[src/rtl/renkon_ctrl_net_pkg.sv]
// Shared definitions for the renkon network-memory controller:
// default widths and the controller state encoding.
package renkon_ctrl_net_pkg;

    localparam int RNET_DWIDTH  = 16;
    localparam int RNET_NETSIZE = 11;
    localparam int RNET_LWIDTH  = RNET_NETSIZE + 1;

    typedef enum logic [1:0] {
        RNET_IDLE  = 2'd0,
        RNET_FETCH = 2'd1,
        RNET_DONE  = 2'd2
    } rnet_state_e;

endpackage

[src/rtl/renkon_ctrl_net_seq.sv]
// Burst sequencer: issue/accept counters, memory address generation and
// the w_valid/w_last output stage. One word is in flight at most, so the
// memory's one-cycle read latency lines up with the valid register.
module renkon_ctrl_net_seq
    import renkon_ctrl_net_pkg::*;
#(
    parameter int RENKON_NETSIZE = RNET_NETSIZE,
    parameter int LWIDTH         = RENKON_NETSIZE + 1
) (
    input  logic                      clk,
    input  logic                      rst,
    input  logic                      start,
    input  logic [RENKON_NETSIZE-1:0] base,
    input  logic [LWIDTH-1:0]         len,
    input  logic                      active,
    input  logic                      w_ready,
    output logic [RENKON_NETSIZE-1:0] addr,
    output logic                      w_valid,
    output logic                      w_last,
    output logic                      last_acc
);

    logic [RENKON_NETSIZE-1:0] base_q, base_d;
    logic [LWIDTH-1:0]         len_q, len_d;
    logic [LWIDTH-1:0]         issue_q, issue_d;
    logic [LWIDTH-1:0]         acc_q, acc_d;
    logic                      valid_q, valid_d;
    logic                      adv;
    logic                      accept;

    assign adv      = !valid_q || w_ready;
    assign accept   = valid_q && w_ready;
    assign w_valid  = valid_q;
    assign w_last   = valid_q && (acc_q == (len_q - LWIDTH'(1)));
    assign last_acc = accept && w_last;

    // Next counters/valid and the address to present; a stall re-reads the current word.
    always_comb begin
        base_d  = base_q;
        len_d   = len_q;
        issue_d = issue_q;
        acc_d   = acc_q;
        valid_d = valid_q;
        addr    = base_q + acc_q[RENKON_NETSIZE-1:0];
        if (start) begin
            base_d  = base;
            len_d   = len;
            issue_d = LWIDTH'(1);
            acc_d   = '0;
            valid_d = 1'b1;
            addr    = base;
        end else if (active) begin
            if (accept) begin
                acc_d = acc_q + LWIDTH'(1);
            end
            if (adv && (issue_q < len_q)) begin
                addr    = base_q + issue_q[RENKON_NETSIZE-1:0];
                issue_d = issue_q + LWIDTH'(1);
                valid_d = 1'b1;
            end else if (accept) begin
                valid_d = 1'b0;
            end
        end else begin
            valid_d = 1'b0;
        end
    end

    // Sequencer registers; reset drops any presented word.
    always_ff @(posedge clk) begin
        if (rst) begin
            base_q  <= '0;
            len_q   <= '0;
            issue_q <= '0;
            acc_q   <= '0;
            valid_q <= 1'b0;
        end else begin
            base_q  <= base_d;
            len_q   <= len_d;
            issue_q <= issue_d;
            acc_q   <= acc_d;
            valid_q <= valid_d;
        end
    end

endmodule

[src/rtl/renkon_ctrl_net.sv]
// Renkon network-memory controller: arbitrates the single memory port
// between host weight loading (IDLE only) and core-side fetch bursts.
module renkon_ctrl_net
    import renkon_ctrl_net_pkg::*;
#(
    parameter int DWIDTH         = RNET_DWIDTH,
    parameter int RENKON_NETSIZE = RNET_NETSIZE,
    parameter int LWIDTH         = RENKON_NETSIZE + 1
) (
    input  logic                      clk,
    input  logic                      rst,
    input  logic                      host_we,
    input  logic [RENKON_NETSIZE-1:0] host_addr,
    input  logic signed [DWIDTH-1:0]  host_wdata,
    output logic                      host_ready,
    input  logic                      fetch_req,
    input  logic [RENKON_NETSIZE-1:0] fetch_base,
    input  logic [LWIDTH-1:0]         fetch_len,
    output logic                      fetch_ack,
    output logic                      w_valid,
    output logic signed [DWIDTH-1:0]  w_data,
    output logic                      w_last,
    input  logic                      w_ready,
    output logic                      done,
    output logic                      mem_we,
    output logic [RENKON_NETSIZE-1:0] mem_addr,
    output logic signed [DWIDTH-1:0]  write_data,
    input  logic signed [DWIDTH-1:0]  read_data
);

    rnet_state_e               state_q, state_d;
    logic                      start;
    logic                      seq_active;
    logic [RENKON_NETSIZE-1:0] seq_addr;
    logic                      last_acc;

    assign seq_active = (state_q == RNET_FETCH);
    assign w_data     = read_data;

    renkon_ctrl_net_seq #(
        .RENKON_NETSIZE(RENKON_NETSIZE),
        .LWIDTH        (LWIDTH)
    ) u_seq (
        .clk     (clk),
        .rst     (rst),
        .start   (start),
        .base    (fetch_base),
        .len     (fetch_len),
        .active  (seq_active),
        .w_ready (w_ready),
        .addr    (seq_addr),
        .w_valid (w_valid),
        .w_last  (w_last),
        .last_acc(last_acc)
    );

    // Next state plus the memory-port mux; host writes beat a same-cycle fetch request.
    always_comb begin
        state_d    = state_q;
        host_ready = 1'b0;
        fetch_ack  = 1'b0;
        done       = 1'b0;
        start      = 1'b0;
        mem_we     = 1'b0;
        mem_addr   = '0;
        write_data = '0;
        case (state_q)
            RNET_IDLE: begin
                host_ready = 1'b1;
                if (host_we) begin
                    mem_we     = 1'b1;
                    mem_addr   = host_addr;
                    write_data = host_wdata;
                end else if (fetch_req) begin
                    fetch_ack = 1'b1;
                    mem_addr  = fetch_base;
                    if (fetch_len == '0) begin
                        state_d = RNET_DONE;
                    end else begin
                        start   = 1'b1;
                        state_d = RNET_FETCH;
                    end
                end
            end
            RNET_FETCH: begin
                mem_addr = seq_addr;
                if (last_acc) begin
                    state_d = RNET_DONE;
                end
            end
            RNET_DONE: begin
                done    = 1'b1;
                state_d = RNET_IDLE;
            end
            default: begin
                state_d = RNET_IDLE;
            end
        endcase
    end

    // State register; reset aborts any burst without a done pulse.
    always_ff @(posedge clk) begin
        if (rst) begin
            state_q <= RNET_IDLE;
        end else begin
            state_q <= state_d;
        end
    end

endmodule

[config.mk]
export PLATFORM = sky130hd
export DESIGN_NAME = renkon_ctrl_net
export DESIGN_NICKNAME = d
export VERILOG_FILES = /design/src/rtl/renkon_ctrl_net_pkg.sv /design/src/rtl/renkon_ctrl_net_seq.sv /design/src/rtl/renkon_ctrl_net.sv
export SDC_FILE = /design/constraint.sdc
export NUM_CORES = 1
export LEC_CHECK = 0
export ABC_AREA = 1
export BUFFER_PORTS_ARGS = -buffer_cell sky130_fd_sc_hd__clkbuf_2
export CAP_MARGIN = 40
export CORE_MARGIN = 1.5
export CORE_UTILIZATION = 46
export CTS_CLUSTER_SIZE = 40
export DETAILED_ROUTE_END_ITERATION = 12
export MAX_ROUTING_LAYER = met4
export PLACE_DENSITY = 0.72
export SLEW_MARGIN = 0
export SYNTH_ARGS = -nofsm -noshare
export SYNTH_HDL_FRONTEND = slang
export SYNTH_SLANG_ARGS = --single-unit
[constraint.sdc]
create_clock -name clk -period 12.3 [get_ports clk]
set_clock_uncertainty 0.2 [all_clocks]
set_input_delay 3.075 -clock clk [delete_from_list [all_inputs] [get_ports clk]]
set_output_delay 3.075 -clock clk [all_outputs]
set_load 0.005 [all_outputs]
# Word level (Yosys, flattened, before mapping)
# Index checks and enable logic that the tools add are counted.
[classes] n_addsub=5 n_lt_le_gt_ge=1 eq_ne=7 mux=30 n_reduce_logical=15
[op_table] op="$mux 11" count=4
[op_table] op="$mux 16" count=2
[op_table] op="$add 12x1->12 const B" count=2
[op_table] op="$add 11x11->11" count=2
[op_table] op="$pmux 11 s2" count=1
[op_table] op="$mux 1" count=18
[op_table] op="$eq 12x12->1" count=1
[op_table] op="$logic_not 12->1" count=1
[op_table] op="$lt 12x12->1" count=1
[op_table] op="$sub 12x1->12 const B" count=1
[op_table] op="$mux 2" count=4
[op_table] op="$reduce_and 2->1" count=3
[op_table] op="$logic_and 1x1->1" count=4
[op_table] op="$ne 2x2->1 const B" count=2
[op_table] op="$ne 4x2->1 const B" count=1
[op_table] op="$pmux 2 s2" count=1
[op_table] op="$reduce_bool 2->1" count=2
[op_table] op="$reduce_and 3->1" count=1
[op_table] op="$eq 2x1->1 const B" count=1
[op_table] op="$eq 2x2->1 const B" count=1
[op_table] op="$logic_not 2->1" count=1
[op_table] op="$ne 2x1->1 const B" count=1
[op_table] op="$reduce_or 2->1" count=1
[op_table] op="$logic_not 1->1" count=1
[op_table] op="$logic_or 1x1->1" count=1
[totals] reg_bits=50 in_bits=71 out_inout_bits=49 wordCells=65

# Longest topological paths before layout
[logic_depth] word_depth=7 mapped_depth=25

# Cells and area by module
# Synthesis repeated with hierarchy kept, for this count alone.
[hier_totals] hier_cells=800 area_unflattened_um2=4769.6
[by_module_without_submodules] mod="renkon_ctrl_net_seq" n_inst=1 cells_each=671 area_each_um2=4135.2 seq_area_each_um2=960.9
[by_module_without_submodules] mod="renkon_ctrl_net" n_inst=1 cells_each=129 area_each_um2=634.4 seq_area_each_um2=40.0

# Worst setup path before layout
# OpenSTA, ideal clock, no wires.
[synth_path] kind="input to output" from="in w_ready" to="out mem_addr[10]" arrival_ps=5263 required_time_ps=9025 setup_slack_ps=3762 cell_stages=21 path_buffers=1 cell_sequence="inv_1 -> nand2_1 -> nand3b_1 -> nor2_1 -> nand2_1 -> clkinv_2 -> nand2_4 -> clkbuf_1 -> o21ai_0 -> ha_1 -> fa_1 -> nand3_1 -> nand2_1 -> nand2_1 -> nand2_1 -> a31o_2 -> nand2_1 -> nand3_1 -> nand2_1 -> nand2_1 -> nand2_1"
[synth_via] elab_chain_cells=5
[synth_rtl] item="start: declaration" line_no="renkon_ctrl_net.sv:23" text="input logic w_ready,"
[synth_rtl] item="$logic_or 1x1->1" line_no="renkon_ctrl_net_seq.sv:31" text="assign adv = !valid_q || w_ready;"
[synth_rtl] item="$logic_and 1x1->1" line_no="renkon_ctrl_net_seq.sv:56" text="if (adv && (issue_q < len_q)) begin"
[synth_rtl] item="$mux 11" line_no="renkon_ctrl_net_seq.sv:56"
[synth_rtl] item="$mux 11" line_no="renkon_ctrl_net_seq.sv:45" text="if (start) begin"
[synth_rtl] item="$pmux 11 s2" line_no="renkon_ctrl_net.sv:67" text="case (state_q)"
[synth_rtl] item="end: declaration" line_no="renkon_ctrl_net.sv:26" text="output logic [RENKON_NETSIZE-1:0] mem_addr,"
# No other way between the ends.

# Worst setup path after layout
# Same ends and word-level chain as after synthesis.

==> impl_metrics.yaml <==
placement:
  io_buffers: 87
  dp_hpwl_um: 8800
  gp_congestion: 0.962
  post-place-cells: 795
clock_network:
  clkLatencyLatePin_ns: 0.30
  postCtsHoldBufs: 0
  cts_tree: "done"
  number_of_buffers_on_the_longest_clock_path: 2
  clk_pin_slew_ns: 0.09
  post_cts.resized_instances: 0
  number_of_clock_buffers_inserted_by_tritoncts: 5
  clock_tree.htree_level_count: 2
  cts_num_sinks: 50
  clk_root_buffer_cell: "clkbuf_8"
  postCtsSetupRepairBufs: 0
floorplanning:
  initial_core_util: 0.470
  die-height_um: 96.9
  design.portCount: 120
  design.die.area_um2: 9390
  die_w_um: 96.9
  rows: 34
  coreArea_um2: 8640
cells_and_area:
  syn_to_final_growth_pct: 11.0
  ff_latch_area_um2: 1000
  fin_cells: 801
  post_route_cells_drive_above_1_share: 0.179
  final_nets: 790
  num-fill-cells: 892
  n_antenna_cell: 0
  multi_input_area_um2: 2610
setup_path:
  max_stage_delay_ns: 0.42
  critical_path.cell_chain: "clkbuf_2, inv_1, nand2_1, nand3b_1, nor2_1, nand2_1, clkinv_2, nand2_4, nand2_1, o21ai_0, ha_1, fa_1, nand3_1, nand2_1, nand2_1, nand2_1, a31o_2, nand2_1, nand3_1, nand2_1, nand2_1, nand2_1, clkbuf_2"
  critical_path.startpoint_type: "input pin"
  setup.reg_to_reg.worst_slack_ns: 9.79
  critical_path_buf_inv_count: 4
  crit_path_end_kind: "output pin"
  timing.rr.end: "u_seq.issue_q[5]$_SDFFE_PP0P_"
  crit_slowest_cell: "fa_1"
  path_common_cell: "nand2_1"
  critical_path_peak_fanout: 25
  worst-endpoint-required_ns: 9.02
  reg2regPathDepth: 14
  timing.critical_path.max_delay_family: "simple AND/OR/NAND/NOR gates"
  crit-reg2reg-launch: "u_seq.len_q[7]$_SDFFE_PP0P_"
  critPathArrivalTime_ns: 5.67
  worstSetupPathType: "in -> out"
sta:
  period_share: 0.727
  final.min_clock_period_ns: 8.94
  worstMarginPinSlew_ns: 0.668
  max_freq_ghz: 0.112
  unrepaired_setup_endpoints_after_global_routing: "false"
  setup_total_negative_slack_ns: 0
  timing.max_slew.rel_slack: 0.555
  fin_max_slew_vios: 0
  endpoints_failing_hold: 0
  setup_viol_count_final: 0
flow_run:
  max_cap_viol_count: 0
synth:
  synth.yosys.warnings: 0
  yosys_register_bits: 50
  synth.distinct_cells: 46
  syn-num-nets: 728
  ys_async_sr_fraction: 0
  syn_area_per_cell_um2: 6.42
  count_of_flip_flops_with_a_built_in_enable_after_synthesis: 0
  synth_top_area_frac: 0.247
  netlist_instances: 632
  synth.cell_area_um2: 4060
  postSynth.topFlopCell: "dfxtp_1"
  library_cell_with_the_largest_summed_area_after_synthesis: "dfxtp_1"
  yosys-top-cells-area: "dfxtp_1, nand2_1, ha_1"
  ys_seq_area_frac: 0.247
route:
  post-route-drc-count: 0
  dr_total_vias: 4284
  detail_route.iter0.violations: 203
  routedLengthMet1_um: 4780
  met2RoutedLength_um: 5490
  detail_route.wirelength_um: 11000
  ratio_of_routed_vias_to_standard_cells: 5.35
  ant_nets: 0
  first_pass_iters: 5
  detail_route.wl_per_cell_um: 13.8
  top_layer: "met4"
  wl_met3_um: 550
hold_path:
  worstHoldPathCells: 2
  timing.hold.worst.class: "reg -> reg"
  hold_start: "u_seq.base_q[9]$_SDFFE_PP0P_"
  worst_hold_path.endpoint: "u_seq.base_q[9]$_SDFFE_PP0P_"
status:
  result_of_the_run: "completed"
global_route:
  largest_net_degree_at_the_start_of_global_routing: 36
  vias_in_the_first_global_route: 4025
  first_pass_grt_wire_length_um: 18600
  gr-total-overflow: 0
  grt_util_all_layers: 0.247
  antenna_found_initial: 0
pwr:
  powerDensity_nw_per_um2: 86.2
  power_leakage_nw: 2.08
  irDropWorstVdd_mv: 0.0686
worst max-delay path by stage:
| stage | from | end | slack (ns) | cells after the start |
|---|---|---|---|---|
| 4_1_cts | w_ready | mem_addr[10] | 3.37 | 23 |
| 3_3_place_gp | w_ready | mem_addr[10] | 3.44 | 23 |
| 3_5_place_dp | w_ready | mem_addr[10] | 3.38 | 23 |
| 5_1_grt | w_ready | mem_addr[10] | 3.02 | 23 |
| 6_report | w_ready | mem_addr[10] | 3.36 | 23 |
| 2_1_floorplan | w_ready | mem_addr[10] | 3.76 | 21 |
layout make-up:
class | count | share of cell area
inverters | 63 | 0.0528
repair buffers | 87 | 0.0968
well taps | 108 | 0.0300
clock buffers | 6 | 0.0184
flip-flops and latches | 50 | 0.222
multi-input cells | 487 | 0.580
per-layer routing:
metal	GRT usage	up-vias
met1	0.292	1942
met5	-	-
met3	0.0340	18
li1	-	2185
met2	0.435	139
met4	0.0736	0
flip-flops by register name (all words and copies together) (netlist names):
name           cells
u_seq.acc_q       12
u_seq.issue_q     12
u_seq.len_q       12
u_seq.base_q      11
state_q            2
u_seq.w_valid      1
cell usage in the layout (no fill, tap or decap), types with 2 or more instances in the layout:
| cell type | n |
|---|---|
| clkbuf_8 | 6 |
| a31oi_1 | 3 |
| nor4_1 | 2 |
| a21oi_1 | 31 |
| nand3_1 | 37 |
| clkbuf_2 | 87 |
| nor2_8 | 2 |
| dfxtp_1 | 50 |
| inv_2 | 7 |
| nor2_4 | 4 |
| nand2_2 | 3 |
| a211oi_1 | 13 |
| inv_1 | 54 |
| nor2_2 | 6 |
| nand4_1 | 7 |
| nor2_1 | 74 |
| a22oi_1 | 8 |
| nand2_1 | 174 |
| nor3b_1 | 2 |
| xnor2_1 | 6 |
| o21bai_1 | 2 |
| nor3_1 | 14 |
| o21ai_0 | 44 |
| ha_1 | 24 |
| xor2_1 | 12 |
| nand3_2 | 2 |
| a21o_1 | 2 |
| nand3b_1 | 2 |
power by group:
group | switching (W) | internal [W] | total [W] | leakage [nW]
logic | 0.0000722 | 0.0000412 | 0.000113 | 1.63
registers | 0.00000659 | 0.000168 | 0.000175 | 0.407
clock network | 0.0000560 | 0.0000436 | 0.0000997 | 0.0431
total | 0.000135 | 0.000253 | 0.000388 | 2.08
synthesized netlist by cell type (all sizes together) (2+ instances only):
cell type	n
nand2	178
nor2	86
inv	61
dfxtp	50
o21ai	45
nand3	40
a21oi	31
buf	26
ha	24
nor3	16
a211oi	13
xor2	12
a22oi	8
nand4	7
clkbuf	6
xnor2	6
a31oi	3
a21o	2
clkinv	2
nand3b	2
nor3b	2
nor4	2
o21bai	2
worst reg2reg max path, stage by stage (launching register included):
cell and delay [ns]:
dfxtp_1 0.46, inv_1 0.12, ha_1 0.30, nand2_1 0.07, inv_1 0.05, nand2_1 0.06, nor2_1 0.04, nand2_1 0.18
nand2_4 0.20, nor2_4 0.26, nand2_1 0.10, nor2_2 0.12, nand2_1 0.07, o21ai_0 0.14, a21oi_1 0.06
cell families after synthesis:
group	count (synthesis)	synth area share
AO/OA/AOI/OAI	110	0.156
XOR/XNOR	18	0.0389
adder cells (fa/ha/maj)	25	0.0790
buffers and inverters	95	0.110
flip-flops	50	0.247
AND/OR/NAND/NOR	334	0.369
per-stage QoR:
stage	instance area, um2	worst slack, ns	hold slack [ns]	power [W]	util
6_report	4500	3.36	0.283	0.000388	0.521
4_1_cts	4500	3.37	0.283	0.000389	0.521
2_1_floorplan	4060	3.76	0.235	0.000260	-
3_3_place_gp	4420	3.44	0.249	0.000288	0.511
3_5_place_dp	4420	3.38	0.257	0.000291	0.511
5_1_grt	4500	3.02	0.319	0.000413	0.521
No activity file was read; power rests on OpenSTA's default activity.
